===== src/rtl/random_pkg.sv =====
// Shared definitions for the random_range generator: LFSR tap table, draw FSM
// states and the power-of-two rejection mask used by the range engine.
package random_pkg;

  typedef enum logic {
    IDLE = 1'b0,
    DRAW = 1'b1
  } state_t;

  // Feedback tap masks for maximal-length Fibonacci LFSRs of the supported widths.
  function automatic logic [31:0] tap_mask(input int width);
    logic [31:0] taps;
    case (width)
      8:       taps = 32'h0000_00B8;  // bits 7,5,4,3
      24:      taps = 32'h00E1_0000;  // bits 23,22,21,16
      32:      taps = 32'h8020_0003;  // bits 31,21,1,0
      default: taps = 32'h0000_D008;  // bits 15,14,12,3
    endcase
    return taps;
  endfunction

  // Smallest 2^k-1 that covers bnd-1; a bound of 0 selects the full out_w range.
  function automatic logic [31:0] range_mask(input logic [31:0] bnd, input int out_w);
    logic [31:0] m;
    if (bnd == 32'd0) begin
      m = (out_w >= 32) ? 32'hFFFF_FFFF : ((32'd1 << out_w) - 32'd1);
    end else begin
      m = bnd - 32'd1;
      for (int i = 1; i < 32; i = i * 2) begin
        m = m | (m >> i);
      end
    end
    return m;
  endfunction

endpackage


===== src/rtl/random_range_lfsr_step.sv =====
// Combinational LFSR next-state: table taps, all-zero lock-up escape and,
// when RANDOM_NOISE_EN is defined, mixing of the noise bit into feedback.
module lfsr_step
  import random_pkg::*;
#(
  parameter int WIDTH = 16
) (
  input  logic [WIDTH-1:0] state,
  input  logic             noise,
  output logic [WIDTH-1:0] next_state
);

  localparam logic [WIDTH-1:0] TAPS = WIDTH'(tap_mask(WIDTH));

  logic fb;

`ifdef RANDOM_NOISE_EN
  always_comb begin
    fb = ^(state & TAPS) ^ noise;
    if (state == '0) begin
      fb = 1'b1;
    end
  end
`else
  logic unused_noise;
  assign unused_noise = noise;

  always_comb begin
    fb = ^(state & TAPS);
    if (state == '0) begin
      fb = 1'b1;
    end
  end
`endif

  assign next_state = {state[WIDTH-2:0], fb};

endmodule


===== src/rtl/random_range.sv =====
// Parametrised LFSR with seed loading and a rejection-sampling range engine.
// Optional macro RANDOM_NOISE_EN mixes the noise input into the feedback.
module random_range
  import random_pkg::*;
#(
  parameter int               WIDTH = 16,
  parameter int               OUT_W = 8,
  parameter logic [WIDTH-1:0] SEED  = '0
) (
  input  logic             clk,
  input  logic             rst,
  input  logic             en,
  input  logic             noise,
  input  logic             seed_load,
  input  logic [WIDTH-1:0] seed,
  output logic [WIDTH-1:0] random,
  input  logic             req,
  input  logic [OUT_W-1:0] bound,
  output logic             busy,
  output logic             valid,
  output logic [OUT_W-1:0] result
);

  logic [WIDTH-1:0] state_reg, state_next, lfsr_next;
  state_t           fsm_reg, fsm_next;
  logic [OUT_W-1:0] bnd_reg, mask_reg, result_reg;
  logic             valid_reg;
  logic [OUT_W-1:0] cand;
  logic             accept;
  logic             step;

  lfsr_step #(
    .WIDTH(WIDTH)
  ) u_step (
    .state     (state_reg),
    .noise     (noise),
    .next_state(lfsr_next)
  );

  always_comb begin
    fsm_next = fsm_reg;
    cand     = state_reg[OUT_W-1:0] & mask_reg;
    accept   = (bnd_reg == '0) || (cand < bnd_reg);
    step     = en || (fsm_reg == DRAW);
    case (fsm_reg)
      IDLE: if (req) fsm_next = DRAW;
      DRAW: if (accept) fsm_next = IDLE;
      default: fsm_next = IDLE;
    endcase
    // Seed loading wins over stepping, also in the middle of a draw.
    if (seed_load) begin
      state_next = seed;
    end else if (step) begin
      state_next = lfsr_next;
    end else begin
      state_next = state_reg;
    end
  end

  always_ff @(posedge clk or negedge rst) begin
    if (!rst) begin
      state_reg  <= SEED;
      fsm_reg    <= IDLE;
      bnd_reg    <= '0;
      mask_reg   <= '0;
      result_reg <= '0;
      valid_reg  <= 1'b0;
    end else begin
      state_reg <= state_next;
      fsm_reg   <= fsm_next;
      valid_reg <= (fsm_reg == DRAW) && accept;
      if ((fsm_reg == IDLE) && req) begin
        bnd_reg  <= bound;
        mask_reg <= OUT_W'(range_mask(32'(bound), OUT_W));
      end
      if ((fsm_reg == DRAW) && accept) begin
        result_reg <= cand;
      end
    end
  end

  assign random = state_reg;
  assign busy   = (fsm_reg != IDLE);
  assign valid  = valid_reg;
  assign result = result_reg;

endmodule

===== config.mk =====
export PLATFORM = sky130hd
export DESIGN_NAME = random_range
export DESIGN_NICKNAME = d
export VERILOG_FILES = /design/src/rtl/random_pkg.sv /design/src/rtl/random_range_lfsr_step.sv /design/src/rtl/random_range.sv
export SDC_FILE = /design/constraint.sdc
export NUM_CORES = 1
export LEC_CHECK = 0
export ABC_CLOCK_PERIOD_IN_PS = 5400
export CORE_MARGIN = 4
export CORE_UTILIZATION = 53
export DETAILED_ROUTE_END_ITERATION = 6
export PLACE_DENSITY = 0.85
export SKIP_CTS_REPAIR_TIMING = 1
export SLEW_MARGIN = 10
export SYNTH_ARGS = -nofsm -noshare
export SYNTH_HDL_FRONTEND = slang
export SYNTH_SLANG_ARGS = --single-unit

===== constraint.sdc =====
create_clock -name clk -period 5.4 [get_ports clk]
set_clock_uncertainty 0.2 [all_clocks]
set_input_delay 0.54 -clock clk [delete_from_list [all_inputs] [get_ports clk]]
set_output_delay 0.54 -clock clk [all_outputs]
set_load 0.02 [all_outputs]

== After elaboration in Yosys (flattened, before gate mapping) ==
Index checks and enable logic that the tools add are counted.
W data, S select, Z words.

* Bitwise gates (word level): 7
* Reduce and logical (&&, ||, !) cells: 9
* Order comparisons: 1
* $add $sub $neg: 1
* Multiplexer cells: 7

{| class="wikitable"
|+ Operators with widths
! kind !! count
|-
| $mux W16 || 2
|-
| $or A32 B28 Y32 || 1
|-
| $or A32 B30 Y32 || 1
|-
| $or A32 B31 Y32 || 1
|-
| $or A24 B24 Y24 || 1
|-
| $logic_not A16 Y1 || 1
|-
| $logic_not A8 Y1 || 2
|-
| $reduce_xor A16 Y1 || 1
|-
| $sub A8 B1 Y9 const B || 1
|-
| $and A8 B8 Y8 || 1
|-
| $lt A8 B8 Y1 || 1
|-
| $mux W8 || 1
|-
| $or A8 B8 Y8 || 1
|-
| $mux W1 || 3
|-
| $logic_and A1 B1 Y1 || 2
|-
| $logic_or A1 B1 Y1 || 2
|-
| $pmux W1 S2 || 1
|-
| $reduce_bool A2 Y1 || 1
|-
| $not A1 Y1 || 1
|}

* Flip-flop bits (word level): 42
* Bits of input ports: 30
* Output and inout port bits: 26
* Logic and storage cells: 31

== Longest topological paths before layout ==
Gate-level depths: netlist (run 1).

* Depth in word-level cells: 7
* Depth in mapped cells: 7

== Cells and area by module ==
Synthesis (run 1) repeated with hierarchy kept, for this count alone.

* Cells, all modules: 240
* Area total of the unflattened synthesis: 2373.5 sq um

{| class="wikitable"
|+ Modules (own cells, without submodules)
! module !! sequential area each (sq um) !! times used !! cells an instance !! area each (sq um)
|-
| random_range || 1051.0 || 1 || 215 || 2173.3
|-
| lfsr_step || 0.0 || 1 || 25 || 200.2
|}

== Worst setup path after synthesis (run 1) ==
OpenSTA, ideal clock, no wires.

* Path type: reg-to-reg
* Start: reg state_reg[5] (netlist: random[5])
* End: reg result_reg[1] (netlist: result[1])
* Buffers on the path: 0
* Arrival time: 2.154 ns
* Library setup time: 0.125 ns
* Setup slack: 2.922 ns
* Stages on the path, launching flop included: 7
* Cells stage by stage: dfrtp_1 > and2_1 > ha_1 > a21oi_1 > o21ai_0 > o41ai_4 > mux2_2

* Longest elaborated chain between the ends: 4

{| class="wikitable"
|+ RTL lines
! item !! RTL line !! RTL
|-
| from (decl) || random_range.sv:24 || <nowiki>logic [WIDTH-1:0] state_reg, state_next, lfsr_next;</nowiki>
|-
| from (signal assigned) || random_range.sv:69 || <nowiki>state_reg <= state_next;</nowiki>
|-
| $and A8 B8 Y8 || random_range.sv:42 || <nowiki>cand = state_reg[OUT_W-1:0] & mask_reg;</nowiki>
|-
| named net cand[5] || random_range.sv:28 || <nowiki>logic [OUT_W-1:0] cand;</nowiki>
|-
| $lt A8 B8 Y1 || random_range.sv:43 || <nowiki>accept = (bnd_reg == '0) || (cand < bnd_reg);</nowiki>
|-
| $logic_or A1 B1 Y1 || random_range.sv:43 ||
|-
| $logic_and A1 B1 Y1 || random_range.sv:76 || <nowiki>if ((fsm_reg == DRAW) && accept) begin</nowiki>
|-
| to (signal assigned) || random_range.sv:77 || <nowiki>result_reg <= cand;</nowiki>
|-
| to (decl) || random_range.sv:26 || <nowiki>logic [OUT_W-1:0] bnd_reg, mask_reg, result_reg;</nowiki>
|}

The timed path passes the listed nets, and every way through them passes these cells.
A chain may end at the register's enable or synchronous reset.

== Worst setup path in the final report (run 1) ==
* Start: in seed_load
* End: reg state_reg[2] (netlist: random[2])

* Longest elaborated chain between the ends: 1
* Elaborated cells on any way between the ends: 2
* Those cells by class: 1 x mux; 1 x reduce/logical

{| class="wikitable"
|+ RTL lines
! item !! RTL line !! RTL
|-
| from (decl) || random_range.sv:14 || <nowiki>input logic seed_load,</nowiki>
|-
| $mux W16 or $reduce_bool A2 Y1 (tied branches) || -- ||
|}

Parallel ways exist; a longest one is shown, timed or not.

==> results.json, run 1 <==
{
  "status": "complete, no violations",
  "worst_setup_path_end_kind": "register",
  "clkSlewWorstSetupHoldPaths_ns": 0.07,
  "track_usage": 0.201,
  "max_slew_margin": 0.339,
  "diodes": 0,
  "ir_drop_mv": 0.314,
  "critPathKind": "input pin to register",
  "avgRoutedWirePerCell_um": 15.3,
  "arrival_ns": 2.77,
  "vias_per_cell": 5.56,
  "synth_edf_count": 0,
  "synth_most_common_cell": "dfrtp_1",
  "synthCells": 231,
  "synth_top_area_frac": 0.466,
  "overflow": 0,
  "clk_path_buf_depth": 2,
  "coreArea_um2": 4060,
  "period_needed_ns": 2.83,
  "rows": 23,
  "wirelength_um": 5080,
  "hold_viol_final": 0,
  "drive_gt1_frac": 0.0780,
  "fp.dieH_um": 73.3,
  "numCtsBuffers": 5,
  "chipWidth_um": 73.3,
  "r2r_cells": 6,
  "portBuffers": 54,
  "areaGrowthSynthToFinish_pct": 27.6,
  "cts_root_buffer": "clkbuf_8",
  "synth.top_cells.by_count": "42 x dfrtp_1, 29 x nor2_1, 25 x a21oi_1",
  "yosysUniqueCellTypes": 44,
  "grt_pass1_vias": 1747,
  "crit_path_max_fanout": 32,
  "vias": 1847,
  "fmax_ghz": 0.353,
  "grt_max_degree": 43,
  "tightest_slew_ns": 0.988,
  "fin_area_um2": 2880,
  "cts_tree": "built",
  "syn-num-nets": 271,
  "postRouteAntennaNets": 0,
  "antenna_found_initial": 0,
  "start_kind": "input pin",
  "drc": 0,
  "io_pins": 56,
  "fp.dieArea_um2": 5370,
  "slew_violations": 0,
  "totalNegativeSetupSlack_ns": 0,
  "synth_top_cell_by_area": "dfrtp_1",
  "start_util": 0.556,
  "p_per_area_nw_per_um2": 476,
  "ys.flop_type": "dfrtp_1",
  "async_flop_share": 1.00,
  "fill_cells": 307,
  "min_path_type": "input pin to asynchronous set/reset pin",
  "syn_avg_cell_area_um2": 9.77,
  "finalCritPeriodShare": 0.525,
  "p_leak_nw": 1.24,
  "required_ns": 5.33,
  "cap_violations": 0,
  "largest_register_ffs": 16,
  "place_congestion": 0.847,
  "clkSinkCount": 42,
  "nets": 322,
  "yosysSeqAreaShare": 0.466,
  "dp_hpwl_um": 3730,
  "synth_area_leaders": "dfrtp_1 47%, mux2i_1 7.1%, a21oi_1 5.5%",
  "placed_area_um2": 2800,
  "syn-cell-area_um2": 2260,
  "setup_viol": 0,
  "firstDrtPassIters": 4,
  "yosysWarnings": 0,
  "rsz0062_at_grt": "no",
  "drt_first_iter_violations": 122,
  "grt_pass1_wl_um": 8250,
  "ys_ff_latch": 42,
  "clk_latency_ns": 0.29,
  "h-tree-depth": 2
}
worst max-delay path: stages:
cell and delay [ns]:
clkdlybuf4s50_1 0.92, or3_1 0.98, nor2_1 0.24, a21oi_1 0.06
layout make-up:
| cell class | instances | area (µm²) | share of cell area |
|---|---|---|---|
| multi-input cells | 163 | 1090 | 0.379 |
| flip-flops and latches | 42 | 1050 | 0.365 |
| repair buffers | 55 | 543 | 0.189 |
| clock buffers | 7 | 76.3 | 0.0265 |
| well taps | 50 | 62.6 | 0.0217 |
| inverters | 15 | 56.3 | 0.0195 |
power breakdown:
part | internal (mW) | switching [mW] | total, mW | leakage (nW)
Combinational | 0.321 | 0.338 | 0.658 | 0.721
Clock | 0.0890 | 0.0993 | 0.188 | 0.0383
Sequential | 0.430 | 0.0942 | 0.525 | 0.481
Total | 0.840 | 0.531 | 1.37 | 1.24
metrics by stage:
step | power (mW) | std cells | setup slack, ns | utilization | hold WS (ns)
final | 1.37 | 332 | 2.57 | 0.710 | 0.176
after global routing | 1.47 | 332 | 2.44 | 0.710 | 0.262
after CTS | 1.38 | 332 | 2.61 | 0.710 | 0.204
after detailed placement | 1.19 | 325 | 2.29 | 0.691 | 0.262
after global placement | 1.17 | 325 | 2.33 | 0.691 | 0.256
after floorplan | 0.925 | 231 | 2.92 | - | 0.0444
final timing paths:
kind / from / endpoint / slack (ns)
min: rst / result[5] / 0.18
max in group asynchronous: rst / random[11] / 4.26
min reg2reg: mask_reg[6] / mask_reg[6] / 0.28
max reg2reg: random[5] / result[1] / 2.76
min in group clk: mask_reg[6] / mask_reg[6] / 0.28
max: seed_load / random[2] / 2.57
per-layer routing:
layer	track usage	wire length, µm	vias to the layer above
met5	0	0	-
met4	0.0779	101	0
met3	0.0465	187	8
met2	0.309	2440	42
met1	0.276	2360	889
li1	-	-	908
cell usage in the layout, fill, tap and decap left out, drive strengths merged, types with 3 or more instances in the layout:
cell type,count
clkdlybuf4s50,53
dfrtp,42
nor2,29
a21oi,25
nand2,16
mux2i,16
inv,15
o21ai,12
ha,10
and2,7
mux2,7
clkbuf,7
nor4,6
a31oi,3
or3,3
cells by family (layout without fill, tap and decap cells):
kind of cell / count (synthesis) / after routing / share of synthesized area
adder cells (fa/ha/maj): 10 / 10 / 0.0554
AND/OR/NAND/NOR: 72 / 72 / 0.158
multiplexers: 23 / 23 / 0.106
flip-flops: 42 / 42 / 0.466
XOR/XNOR: 3 / 3 / 0.0116
AO/OA/AOI/OAI: 55 / 55 / 0.152
buffers and inverters: 26 / 77 / 0.0510
(Power assumes the default switching activity.)
==> run 2, diff against run 1 <==
ABC_CLOCK_PERIOD_IN_PS = 2400   (was 5400)
CORE_UTILIZATION = 44   (was 53)
PLACE_DENSITY = 0.75   (was 0.85)
clock period = 2.4 ns   (was 5.4 ns; I/O delays follow)
==> run 2 against run 1 <==
Critical path depth increased by 3. Routed wire length increased by 7.9%. Largest power group unchanged. Critical endpoint is now result[3]. Combinational power increased to 2.8 times the previous value. Via count increased by 3.1%. Die area increased by 18%. Highest routed layer unchanged. Power increased to 2.5 times the previous value. Critical path type is now register to register.
==> results.json, run 2 (synthesis results as in run 1) <==
{
  "rows": 25,
  "layout_commonest_cell": "clkdlybuf4s50_1",
  "clk_latency_ns": 0.29,
  "p_seq_frac": 0.333,
  "grt_pass1_wl_um": 9140,
  "worst_setup_path_end_kind": "register",
  "tightest_slew_ns": 0.464,
  "coreArea_um2": 4850,
  "drive_gt1_frac": 0.187,
  "clk_path_buf_depth": 2,
  "r2r_cells": 7,
  "cts_root_buffer": "clkbuf_8",
  "antenna_found_initial": 0,
  "hold_viol_final": 0,
  "finalCritPeriodShare": 0.965,
  "firstDrtPassIters": 4,
  "cp_cell_sequence": "and2_1, ha_1, nand2_1, o21ai_2, o41ai_4, buf_4, mux2_4",
  "portBuffers": 54,
  "clkSlewWorstSetupHoldPaths_ns": 0.08,
  "totalNegativeSetupSlack_ns": 0,
  "avgRoutedWirePerCell_um": 15.0,
  "start_util": 0.466,
  "reg2reg_slack_ns": 0.08,
  "worstReg2RegStart": "random[7]",
  "largest_register_ffs": 16,
  "drt_first_iter_violations": 139,
  "crit_path_max_fanout": 6,
  "p_clk_frac": 0.140,
  "setup_viol": 0,
  "period_needed_ns": 2.32,
  "max_stage_delay_ns": 0.45,
  "p_per_area_nw_per_um2": 1110,
  "diodes": 0,
  "min_path_type": "input pin to asynchronous set/reset pin",
  "status": "complete, no violations",
  "reg2reg_to": "result[3]",
  "critPathKind": "register to register",
  "layout_common_cells": "53 x clkdlybuf4s50_1, 36 x dfrtp_1, 29 x nor2_1",
  "fill_cells": 411,
  "max_slew_margin": 0.687,
  "arrival_ns": 2.30,
  "nets": 338,
  "track_usage": 0.187,
  "p_total_mw": 3.48,
  "dp_hpwl_um": 4280,
  "clkSinkCount": 42,
  "postRouteAntennaNets": 0,
  "fin_cells": 366,
  "grt_pass1_vias": 1871,
  "combPwrFrac": 0.527,
  "start_kind": "register",
  "cap_violations": 0,
  "numPlacedInstances": 357,
  "p_leak_nw": 1.36,
  "vias_per_cell": 5.20,
  "holdWs_ns": 0.147,
  "overflow": 0,
  "drc": 0,
  "post-place-ws_ns": 0.0215,
  "required_ns": 2.38,
  "place_congestion": 0.840,
  "rsz0062_at_grt": "no",
  "numCtsBuffers": 5,
  "areaGrowthSynthToFinish_pct": 39.3,
  "p_sw_frac": 0.386,
  "fp.dieH_um": 79.6,
  "wirelength_um": 5490,
  "fmax_ghz": 0.432,
  "p_int_mw": 2.14,
  "grt_max_degree": 33,
  "h-tree-depth": 2,
  "cts_tree": "built",
  "chipWidth_um": 79.6,
  "p_sw_mw": 1.34,
  "slew_violations": 0,
  "cpMaxStageDelayCell": "dfrtp_2",
  "worst_slack_ns": 0.0845,
  "io_pins": 56,
  "ir_drop_mv": 0.502,
  "fp.dieArea_um2": 6340,
  "vias": 1904
}
-- run 2: layout make-up --
cell class	instances	area [µm²]	area share
Clock buffer	6	82.6	0.0263
Clock inverter	2	12.5	0.00398
Inverter	15	56.3	0.0179
Multi-Input combinational cell	163	1180	0.377
Sequential cell	42	1060	0.337
Tap cell	67	83.8	0.0267
Timing Repair Buffer	71	666	0.212
-- run 2: power by group through the flow --
stage	combinational [mW]	sequential, mW	clock, mW
6_report	1.83	1.16	0.487
5_1_grt	1.99	1.20	0.545
4_1_cts	1.85	1.16	0.493
3_5_place_dp	1.84	1.17	0
3_3_place_gp	1.79	1.16	0
2_1_floorplan	0.952	1.35	0
-- run 2: metrics by stage --
step / cell area, µm² / utilization
floorplan: 2360 / -
global placement: 3040 / 0.627
detailed placement: 3040 / 0.627
CTS: 3130 / 0.646
global route: 3140 / 0.649
finish: 3140 / 0.649
-- run 2: worst max-delay path, delay by kind of cell (launching register included) --
| family | cells | cell delay, ns |
|---|---|---|
| flip-flops | 1 | 0.45 |
| adder cells (fa/ha/maj) | 1 | 0.33 |
| buffers and inverters | 1 | 0.22 |
| multiplexers | 1 | 0.30 |
| AND/OR/NAND/NOR | 2 | 0.27 |
| AO/OA/AOI/OAI | 2 | 0.44 |
-- run 2: metal layers --
metal,part of all wire,global-route usage
met3,0.044,0.0339
met5,0,0
met1,0.45,0.253
met2,0.49,0.298
met4,0.014,0.0722
-- run 2: how the worst max path moves through the flow --
stage	from	to	cells after the start
after global placement	bound[1]	mask_reg[0]	6
after CTS	random[7]	result[3]	7
after detailed placement	bound[1]	mask_reg[0]	6
final	random[7]	result[3]	7
after floorplan	random[1]	result[1]	7
after global routing	random[7]	result[7]	7
